`config.mk`:
```
export PLATFORM = sky130hd
export DESIGN_NAME = alu_mc
export DESIGN_NICKNAME = d
export VERILOG_FILES = /design/src/rtl/alu_pkg.sv /design/src/rtl/mul_div_unit.sv /design/src/rtl/alu_mc.sv
export SDC_FILE = /design/constraint.sdc
export NUM_CORES = 1
export LEC_CHECK = 0
export CORE_MARGIN = 2
export CORE_UTILIZATION = 40
export CTS_CLUSTER_DIAMETER = 50
export DETAILED_ROUTE_END_ITERATION = 16
export SLEW_MARGIN = 40
export SYNTH_ARGS = -nofsm -noshare
export SYNTH_HDL_FRONTEND = slang
export SYNTH_HIERARCHICAL = 1
export SYNTH_SLANG_ARGS = --single-unit
```
`constraint.sdc`:
```
create_clock -name clk -period 8.39 [get_ports clk]
set_input_delay 1.678 -clock clk [delete_from_list [all_inputs] [get_ports clk]]
set_output_delay 1.678 -clock clk [all_outputs]
set_load 0.1 [all_outputs]
```
`src/rtl/alu_pkg.sv`:
```
// ---------------------------------------------------------------------------
// alu_pkg
// Shared definitions for the multi-cycle MIPS ALU (alu_mc) and its iterative
// multiply/divide unit (mul_div_unit):
//   - 4-bit operation codes
//   - FSM state encoding
//   - byte pattern returned for unrecognised operation codes
// ---------------------------------------------------------------------------
package alu_pkg;

  localparam logic [3:0] OP_AND   = 4'b0000;
  localparam logic [3:0] OP_OR    = 4'b0001;
  localparam logic [3:0] OP_ADD   = 4'b0010;
  localparam logic [3:0] OP_SUB   = 4'b0110;
  localparam logic [3:0] OP_SLT   = 4'b0111;
  localparam logic [3:0] OP_MULTU = 4'b1000;
  localparam logic [3:0] OP_DIVU  = 4'b1001;
  localparam logic [3:0] OP_MFHI  = 4'b1010;
  localparam logic [3:0] OP_MFLO  = 4'b1011;

  // Replicated across the result word for any unrecognised op code.
  localparam logic [7:0] DFLT_BYTE = 8'h10;

  typedef enum logic {
    IDLE = 1'b0,
    RUN  = 1'b1
  } state_e;

  // True for the ops that go through the iterative unit.
  function automatic logic is_multi(input logic [3:0] op);
    return (op == OP_MULTU) || (op == OP_DIVU);
  endfunction

endpackage

```
`src/rtl/mul_div_unit.sv`:
```
// ---------------------------------------------------------------------------
// mul_div_unit
// Iterative unsigned multiply (shift-add, multiplier LSB first) and restoring
// divide (dividend MSB first). One iteration per clock, WIDTH iterations.
//
// Ports:
//   clk     in   clock, rising edge
//   reset   in   synchronous active-high reset; aborts any operation
//   go      in   load operands and start (only pulsed by the owner when idle)
//   is_div  in   1 = DIVU, 0 = MULTU (sampled with go)
//   a, b    in   operands (sampled with go)
//   hi      out  product high half / remainder, updated on the last iteration
//   lo      out  product low half / quotient, updated on the last iteration
//   fin     out  high during the cycle whose edge performs the last iteration
// ---------------------------------------------------------------------------
module mul_div_unit
  import alu_pkg::*;
#(
  parameter int WIDTH = 32,
  parameter int CNT_W = $clog2(WIDTH) + 1
) (
  input  logic             clk,
  input  logic             reset,
  input  logic             go,
  input  logic             is_div,
  input  logic [WIDTH-1:0] a,
  input  logic [WIDTH-1:0] b,
  output logic [WIDTH-1:0] hi,
  output logic [WIDTH-1:0] lo,
  output logic             fin
);

  // Working registers shared by both algorithms:
  //   p_hi_q : partial product high half  / partial remainder
  //   p_lo_q : multiplier (shifting out)  / dividend in, quotient out
  //   opnd_q : multiplicand               / divisor
  logic [WIDTH-1:0] p_hi_q, p_lo_q, opnd_q;
  logic             div_q;
  logic [CNT_W-1:0] cnt_q;
  logic [WIDTH-1:0] hi_q, lo_q;

  logic [WIDTH:0]   mul_sum;
  logic [WIDTH:0]   div_shift;
  logic             div_ge;
  logic [WIDTH-1:0] div_rem;
  logic [WIDTH-1:0] step_hi, step_lo;
  logic             running;

  // NOTE: every signal assigned in an always_comb gets a default first, so
  // no path through the block leaves it unassigned and no latch is inferred.
  always_comb begin
    step_hi = p_hi_q;
    step_lo = p_lo_q;

    // Multiply step: add multiplicand if the current multiplier bit is set,
    // then shift the {acc, multiplier} pair right by one.
    mul_sum = {1'b0, p_hi_q} + (p_lo_q[0] ? {1'b0, opnd_q} : '0);

    // Divide step: bring in the next dividend bit, subtract divisor if it
    // fits. The remainder stays below the divisor, so the shifted value needs
    // one extra bit and the difference always fits back into WIDTH bits.
    div_shift = {p_hi_q, p_lo_q[WIDTH-1]};
    div_ge    = (div_shift >= {1'b0, opnd_q});
    div_rem   = div_ge ? (div_shift[WIDTH-1:0] - opnd_q) : div_shift[WIDTH-1:0];

    if (div_q) begin
      step_hi = div_rem;
      step_lo = {p_lo_q[WIDTH-2:0], div_ge};
    end else begin
      step_hi = mul_sum[WIDTH:1];
      step_lo = {mul_sum[0], p_lo_q[WIDTH-1:1]};
    end
  end

  assign running = (cnt_q != '0);
  assign fin     = (cnt_q == CNT_W'(1));

  // NOTE: sequential state is written with non-blocking assignments only, so
  // every register samples the pre-edge values of the others.
  // NOTE: every register here, operand and partial registers included, is
  // reset: an aborted operation must leave no trace in hi/lo.
  always_ff @(posedge clk) begin
    if (reset) begin
      p_hi_q <= '0;
      p_lo_q <= '0;
      opnd_q <= '0;
      div_q  <= 1'b0;
      cnt_q  <= '0;
      hi_q   <= '0;
      lo_q   <= '0;
    end else if (go) begin
      p_hi_q <= '0;
      p_lo_q <= a;
      opnd_q <= b;
      div_q  <= is_div;
      cnt_q  <= CNT_W'(WIDTH);
    end else if (running) begin
      p_hi_q <= step_hi;
      p_lo_q <= step_lo;
      cnt_q  <= cnt_q - CNT_W'(1);
      if (fin) begin
        hi_q <= step_hi;
        lo_q <= step_lo;
      end
    end
  end

  assign hi = hi_q;
  assign lo = lo_q;

endmodule

```
`src/rtl/alu_mc.sv`:
```
// ---------------------------------------------------------------------------
// alu_mc
// Multi-cycle integer ALU for the MIPS datapath. Logic/arithmetic ops finish
// in one cycle; MULTU/DIVU run WIDTH iterations in mul_div_unit and write
// HI/LO. All outputs are registered.
//
// Ports:
//   clk     in   clock, rising edge
//   reset   in   synchronous active-high reset
//   start   in   operation request, honoured only while busy = 0
//   op      in   4-bit operation code (see alu_pkg)
//   a, b    in   operands, sampled only at an accepted start
//   busy    out  MULTU/DIVU in flight
//   done    out  one-cycle pulse per accepted start; result/zero/hi/lo valid
//   result  out  registered result, held until the next single-cycle op
//   zero    out  registered, 1 iff result == 0
//   hi, lo  out  HI/LO registers (product halves / remainder, quotient)
// ---------------------------------------------------------------------------
module alu_mc
  import alu_pkg::*;
#(
  parameter  int WIDTH = 32,
  localparam int CNT_W = $clog2(WIDTH) + 1
) (
  input  logic             clk,
  input  logic             reset,
  input  logic             start,
  input  logic [3:0]       op,
  input  logic [WIDTH-1:0] a,
  input  logic [WIDTH-1:0] b,
  output logic             busy,
  output logic             done,
  output logic [WIDTH-1:0] result,
  output logic             zero,
  output logic [WIDTH-1:0] hi,
  output logic [WIDTH-1:0] lo
);

  state_e           state_q, state_d;
  logic [WIDTH-1:0] result_q, result_d;
  logic             zero_q, zero_d;
  logic             done_q, done_d;

  logic [WIDTH-1:0] alu_res;
  logic             md_go;
  logic             md_is_div;
  logic             md_fin;
  logic [WIDTH-1:0] md_hi, md_lo;

  mul_div_unit #(
    .WIDTH (WIDTH),
    .CNT_W (CNT_W)
  ) u_mul_div (
    .clk    (clk),
    .reset  (reset),
    .go     (md_go),
    .is_div (md_is_div),
    .a      (a),
    .b      (b),
    .hi     (md_hi),
    .lo     (md_lo),
    .fin    (md_fin)
  );

  // Single-cycle datapath. MULTU/DIVU also land in the default arm, but the
  // FSM never commits alu_res for them.
  always_comb begin
    alu_res = {(WIDTH/8){DFLT_BYTE}};
    unique case (op)
      OP_AND:  alu_res = a & b;
      OP_OR:   alu_res = a | b;
      OP_ADD:  alu_res = a + b;
      OP_SUB:  alu_res = a - b;
      OP_SLT:  alu_res = (a < b) ? WIDTH'(1) : '0;
      OP_MFHI: alu_res = md_hi;
      OP_MFLO: alu_res = md_lo;
      default: alu_res = {(WIDTH/8){DFLT_BYTE}};
    endcase
  end

  assign md_is_div = (op == OP_DIVU);

  always_comb begin
    state_d  = state_q;
    result_d = result_q;
    zero_d   = zero_q;
    done_d   = 1'b0;
    md_go    = 1'b0;

    unique case (state_q)
      IDLE: begin
        if (start) begin
          if (is_multi(op)) begin
            md_go   = 1'b1;
            state_d = RUN;
          end else begin
            result_d = alu_res;
            zero_d   = (alu_res == '0);
            done_d   = 1'b1;
          end
        end
      end
      RUN: begin
        // start is ignored here; hi/lo are written by the unit on this edge.
        if (md_fin) begin
          state_d = IDLE;
          done_d  = 1'b1;
        end
      end
      default: state_d = IDLE;
    endcase
  end

  always_ff @(posedge clk) begin
    if (reset) begin
      state_q  <= IDLE;
      result_q <= '0;
      zero_q   <= 1'b0;
      done_q   <= 1'b0;
    end else begin
      state_q  <= state_d;
      result_q <= result_d;
      zero_q   <= zero_d;
      done_q   <= done_d;
    end
  end

  assign busy   = (state_q == RUN);
  assign done   = done_q;
  assign result = result_q;
  assign zero   = zero_q;
  assign hi     = md_hi;
  assign lo     = md_lo;

endmodule

```
## Yosys cells after proc, flatten, opt, wreduce, memory -nomap -nowiden

Cells that the tools add are included.

- Add/subtract/negate cells: 5
- Order comparisons: 2
- Bitwise gates (word level): 5
- Mux-type cells: 19
- Reductions and logical operators: 8
- Eq/ne operators: 9

Operators with widths:

| operator | count |
|---|---|
| case mux 32 bit (7 select lines) | 1 |
| two-way mux 32 bit | 6 |
| subtractor 32 bit | 2 |
| adder 32 x 33 -> 33 bit | 1 |
| >= comparator 33 x 32 -> 1 bit | 1 |
| adder 32 bit | 1 |
| bitwise AND 32 bit | 1 |
| logical NOT 32 bit | 1 |
| < comparator 32 bit | 1 |
| OR 32 bit | 1 |
| equality test 4 bit, second input constant | 4 |
| two-way mux 6 bit | 2 |
| equality test 4 x 3 -> 1 bit, second input constant | 2 |
| two-way mux 1 bit | 8 |
| equality test 6 x 1 -> 1 bit, second input constant | 1 |
| AND reduction 3 bit | 2 |
| nonzero test 6 bit | 1 |
| subtractor 6 x 1 -> 6 bit, second input constant | 1 |
| equality test 4 x 1 -> 1 bit, second input constant | 1 |
| equality test 4 x 2 -> 1 bit, second input constant | 1 |
| logical NOT 4 bit | 1 |
| case mux 1 bit (2 select lines) | 2 |
| inverter 1 bit | 3 |
| nonzero test 2 bit | 1 |
| other kinds (2) | 2 |

- Word-level logic and storage cells: 60
- Bits of input ports: 71
- Bits in registers: 202
- Output and inout bits: 99

## Depth between registers and ports, before layout

- Word-level depth: 7
- Gate-level depth with buffers: 15

## By module

Netlist, hierarchy kept.

By module, submodules not included:

| module | cells an instance | times used | sequential area each (µm²) | area each (µm²) |
|---|---|---|---|---|
| mul_div_unit | 1421 | 1 | 3343.2 | 11178.2 |
| alu_mc | 1076 | 1 | 700.7 | 7370.8 |

## Worst setup path before layout

Ideal clock, no wire load.

- Path kind: input port to flip-flop
- Start: input b[17]
- End: register zero_q, in the netlist zero
- Buffers on the path: 1
- Data required time: 8.274 ns
- Cell stages on the path: 14
- Slack: 3.895 ns
- Arrival time: 4.380 ns
- Path through: inv_1 ha_1 buf_4 and4_1 or3b_4 a2111oi_4 o31a_1 a311oi_1 o21ba_1 or4_1 nand3_1 nor3b_1 and4_1 a31o_1

- Longest elaborated chain between the ends: 4
- Elaborated cells on any way between the ends: 8
- Those cells by class: 2 x add/sub; 1 x order compare; 2 x mux; 2 x bitwise; 1 x reduce/logical

RTL lines:

| what | RTL line | source |
|---|---|---|
| start: declaration | alu_mc.sv:30 | `input logic [WIDTH-1:0] b,` |
| < comparator 32 bit | alu_mc.sv:74 | `OP_SLT: alu_res = (a < b) ? WIDTH'(1) : '0;` |
| two-way mux 1 bit | alu_mc.sv:74 |  |
| case mux 32 bit (7 select lines) (*) | alu_mc.sv:69 | `unique case (op)` |
| logical NOT 32 bit (*) | alu_mc.sv:98 | `zero_d = (alu_res == '0);` |
| end signal: assignment | alu_mc.sv:123 | `zero_q <= zero_d;` |
| end: declaration | alu_mc.sv:41 | `logic zero_q, zero_d;` |

Every way passes the cells marked *; elsewhere a longest branch is shown, timed or not.
A chain may end at the register's enable or synchronous reset.

## Final worst setup path

- Start: input a[18]
- End: register zero_q, in the netlist zero

- Longest elaborated chain between the ends: 4
- Elaborated cells on any way between the ends: 8
- Those cells by class: 2 x add/sub; 1 x order compare; 2 x mux; 2 x bitwise; 1 x reduce/logical

RTL lines:

| what | RTL line | source |
|---|---|---|
| start: declaration | alu_mc.sv:29 | `input logic [WIDTH-1:0] a,` |
| < comparator 32 bit | alu_mc.sv:74 |  |
| two-way mux 1 bit | alu_mc.sv:74 |  |
| case mux 32 bit (7 select lines) (*) | alu_mc.sv:69 |  |
| logical NOT 32 bit (*) | alu_mc.sv:98 |  |

Marks and branches as above.

==> summary.txt <==
Power
  • P_leak: 8.82 nW
  • Tot Pwr: 0.00668 W
  • Power Dens Cells: 317 nW/um^2
  • VDD IR max: 0.300 mV

Detailed routing
  • Routed WL per cell: 24.5 um
  • Vias: 20000
  • Routed wire length: 78.0 mm
  • Number of DRC markers in iteration 0: 2114
  • Vias/cell: 6.30
  • DRC violations left: 0
  • Routed Antenna Nets: 0
  • DR pass1 iterations: 7

Worst setup path
  • CP max FO: 15
  • Worst Setup EP: zero$_SDFFE_PP0P_
  • Critical-path top delay cell: clkdlybuf4s50_1
  • Worst EP arrival: 6.13 ns
  • WP depth: 14
  • Top delay family on crit path: simple AND/OR/NAND/NOR gates
  • Required @ worst endpoint: 8.91 ns
  • Worst r2r path cells: 10
  • Worst-path cell chain: clkdlybuf4s50_1 > inv_1 > ha_1 > and4_1 > or3b_4 > a2111oi_4 > o31a_1 > a311oi_1 > xnor2_1 > nor2_1 > nor4_2 > nor4b_1 > and4_1 > a31o_1
  • Critical Path Start Type: input port
  • Critical path type: in -> reg
  • Most used cell along the critical path: and4_1
  • WP buf/inv: 2
  • Worst setup path startpoint: a[18]
  • Setup crit end kind: flip-flop
  • Reg2reg end: u_mul_div/p_hi_q[10]$_SDFFE_PP0N_
  • R2r startpoint: u_mul_div/opnd_q[11]$_SDFFE_PP0P_
  • Largest stage delay on the critical path: 0.70 ns
  • Flop-to-flop setup slack: 4.32 ns

Synth
  • Simple-Gate Fraction of Synth Area: 21.4%
  • Ranking of synthesized cells by area: dfxtp_1, ha_1, nor2_1
  • Compound-gate portion of the synthesized area: 30.8%
  • Synth Cell Area: 18500 sq um
  • Post-synth top cells: nor2_1, a21oi_1, dfxtp_1
  • Top_reg_cell synth: dfxtp_1
  • Post-synth EDFFs: 0
  • Syn_nets: 2743
  • Largest family of logic cells by synthesized area: compound AO/OA/AOI/OAI gates
  • Mapped Cells: 2497
  • Post-synth cell types: 104
  • Adder-cell area share of the yosys netlist: 12.0%
  • Avg Cell Area, Syn: 7.43 sq um
  • FFs w/ async S/R, synth: 0%
  • FF+latch count, synth: 202
  • Top-count cell post-synth: nor2_1
  • Post-Synth XOR/XNOR Area: 2.46%
  • Ys Warns: 6
  • Post-synthesis mux area share: 4.74%
  • Synth area leader: dfxtp_1
  • Top cell type's share of synthesized area: 21.8%
  • Seq/Total Area, Yosys: 21.8%

CTS
  • CTS tree: yes
  • Setup bufs post-CTS: 0
  • CTS Buf Count: 28
  • H-Tree Depth: 1
  • Post-cts hold buffer count: 0
  • Worst skew pair latency: 0.58 ns
  • Post_cts resized: 0
  • CTS Sinks: 202
  • Clock buffer depth: 3
  • Clk pin slew, worst setup/hold paths: 0.06 ns
  • Root Buffer: clkbuf_16

Placed design
  • GP Congestion: 0.974
  • Post-DP HPWL: 61.2 mm
  • Port-buffer cells: 169

Run status
  • Status: completed

Timing
  • Minimum clock period: 5.61 ns
  • Final setup violation count: 0
  • Max-slew violation count: 0
  • Relative max-transition margin: 38.1%
  • RSZ-0062 raised after global routing: no
  • Setup TNS: 0 ns
  • Fmax: 178 MHz
  • Fin crit share: 66.8%
  • Setup Skew: 0.0239 ns
  • Final-report hold violation count: 0
  • Slew @ Worst Pin: 0.927 ns

Die
  • FP Rows: 78
  • Full die area: 48100 sq um
  • Die height: 219 um
  • Initial Utilization: 40.7%
  • Core area: 45600 sq um
  • # IOs: 170
  • DIE WIDTH: 219 um

Flow run
  • # Max-Cap Violations: 0

Global route
  • First-pass GRT wire length: 116 mm
  • Vias in the first global route: 18800
  • Total grt overflow: 0
  • Largest net degree at the start of global routing: 71
  • Initial antenna violation count: 0
  • GR Util All Layers: 31.6%

Cells and area
  • Share of cells above drive strength 1: 9.15%
  • ANT cells: 0
  • Layout filler cell count: 4619
  • # nets final: 2805
  • Area growth syn-to-layout: 13.5%

Hold path
  • Worst hold path class: reg -> reg
==> cell type report <==
class | count | area (sq um) | share of cell area (%)
timing repair buffer | 195 | 1400 | 6.67
inverter | 155 | 582 | 2.76
tap | 600 | 751 | 3.57
clock buffer | 37 | 806 | 3.83
clock inverter | 14 | 135 | 0.642
multi-input combinational | 1977 | 13300 | 63.3
sequential | 202 | 4050 | 19.2
==> worst register-to-register path: stages, from the launching register on <==
cell and delay (ns):
dfxtp_1 0.53, inv_1 0.09, ha_1 0.44, nand4_1 0.23, nor4_1 0.71, nand4_1 0.19
o211ai_1 0.40, or3_4 0.53, mux2_2 0.42, a21oi_1 0.27, a21oi_1 0.11
==> flip-flops by register name (all words and copies together) (netlist names), 6 cells and up <==
| signal | cells |
|---|---|
| u_mul_div/lo | 32 |
| u_mul_div/p_lo_q | 32 |
| u_mul_div/opnd_q | 32 |
| u_mul_div/cnt_q | 6 |
| u_mul_div/hi | 32 |
| u_mul_div/p_hi_q | 32 |
| result | 32 |
==> how the worst min path moves through the flow <==
stage | from | to | slack [ns] | cells past startpoint
final | result[11]$_SDFFE_PP0P_ | result[11]$_SDFFE_PP0P_ | 0.46 | 2
after floorplan | u_mul_div/p_hi_q[13]$_SDFFE_PP0N_ | u_mul_div/p_hi_q[13]$_SDFFE_PP0N_ | 0.47 | 2
after CTS | result[11]$_SDFFE_PP0P_ | result[11]$_SDFFE_PP0P_ | 0.46 | 2
after global placement | result[19]$_SDFFE_PP0P_ | result[19]$_SDFFE_PP0P_ | 0.45 | 2
after detailed placement | result[11]$_SDFFE_PP0P_ | result[11]$_SDFFE_PP0P_ | 0.46 | 2
after global routing | result[16]$_SDFFE_PP0P_ | result[16]$_SDFFE_PP0P_ | 0.49 | 2
==> metal layers <==
| layer | vias to the layer above | global-route usage (%) | share of wire (%) |
|---|---|---|---|
| li1 | 9328 | - | - |
| met1 | 9568 | 43.7 | 45 |
| met2 | 970 | 48.9 | 43 |
| met3 | 167 | 3.91 | 7.6 |
| met4 | 0 | 14.1 | 4.9 |
| met5 | - | 0 | 0 |
==> placed cells by master (no fill, tap or decap), types with 33 or more instances in the layout <==
master	netlist	routed
nor3_1	63	58
and2_1	45	45
mux2i_1	80	80
inv_1	149	149
xnor2_1	34	34
a211oi_1	114	114
nand4_1	34	34
clkdlybuf4s50_1	0	68
nor2_1	312	311
dfxtp_1	202	201
ha_1	171	171
nand3_1	45	45
nand2_1	185	184
a21o_1	45	45
a31oi_1	38	37
o211ai_1	33	33
buf_2	23	100
a21oi_1	205	205
o21ai_0	107	106
==> cells by family after synthesis <==
| kind of cell | count (synthesis) |
|---|---|
| fa+ha+maj | 175 |
| mux | 87 |
| simple gates | 835 |
| buf+inv | 318 |
| xor+xnor | 52 |
| flops | 202 |
| compound gates | 828 |
==> metrics by stage <==
stage               cells  util, %  instance area, sq um  setup slack [ns]  hold WS (ns)
global placement     3128     45.1                 20600              1.94         0.448
detailed placement   3128     44.1                 20100              2.29         0.455
global route         3180     46.2                 21000              2.61         0.488
CTS                  3179     46.1                 21000              2.90         0.464
floorplan            2497        -                 18500              3.89         0.468
finish               3180     46.2                 21000              2.78         0.459
==> report_power, final <==
part           switching [W]  internal [W]
combinational        0.00277       0.00130
clock               0.000492      0.000715
sequential          0.000247       0.00116
total                0.00351       0.00317
(Power assumes the default switching activity.)
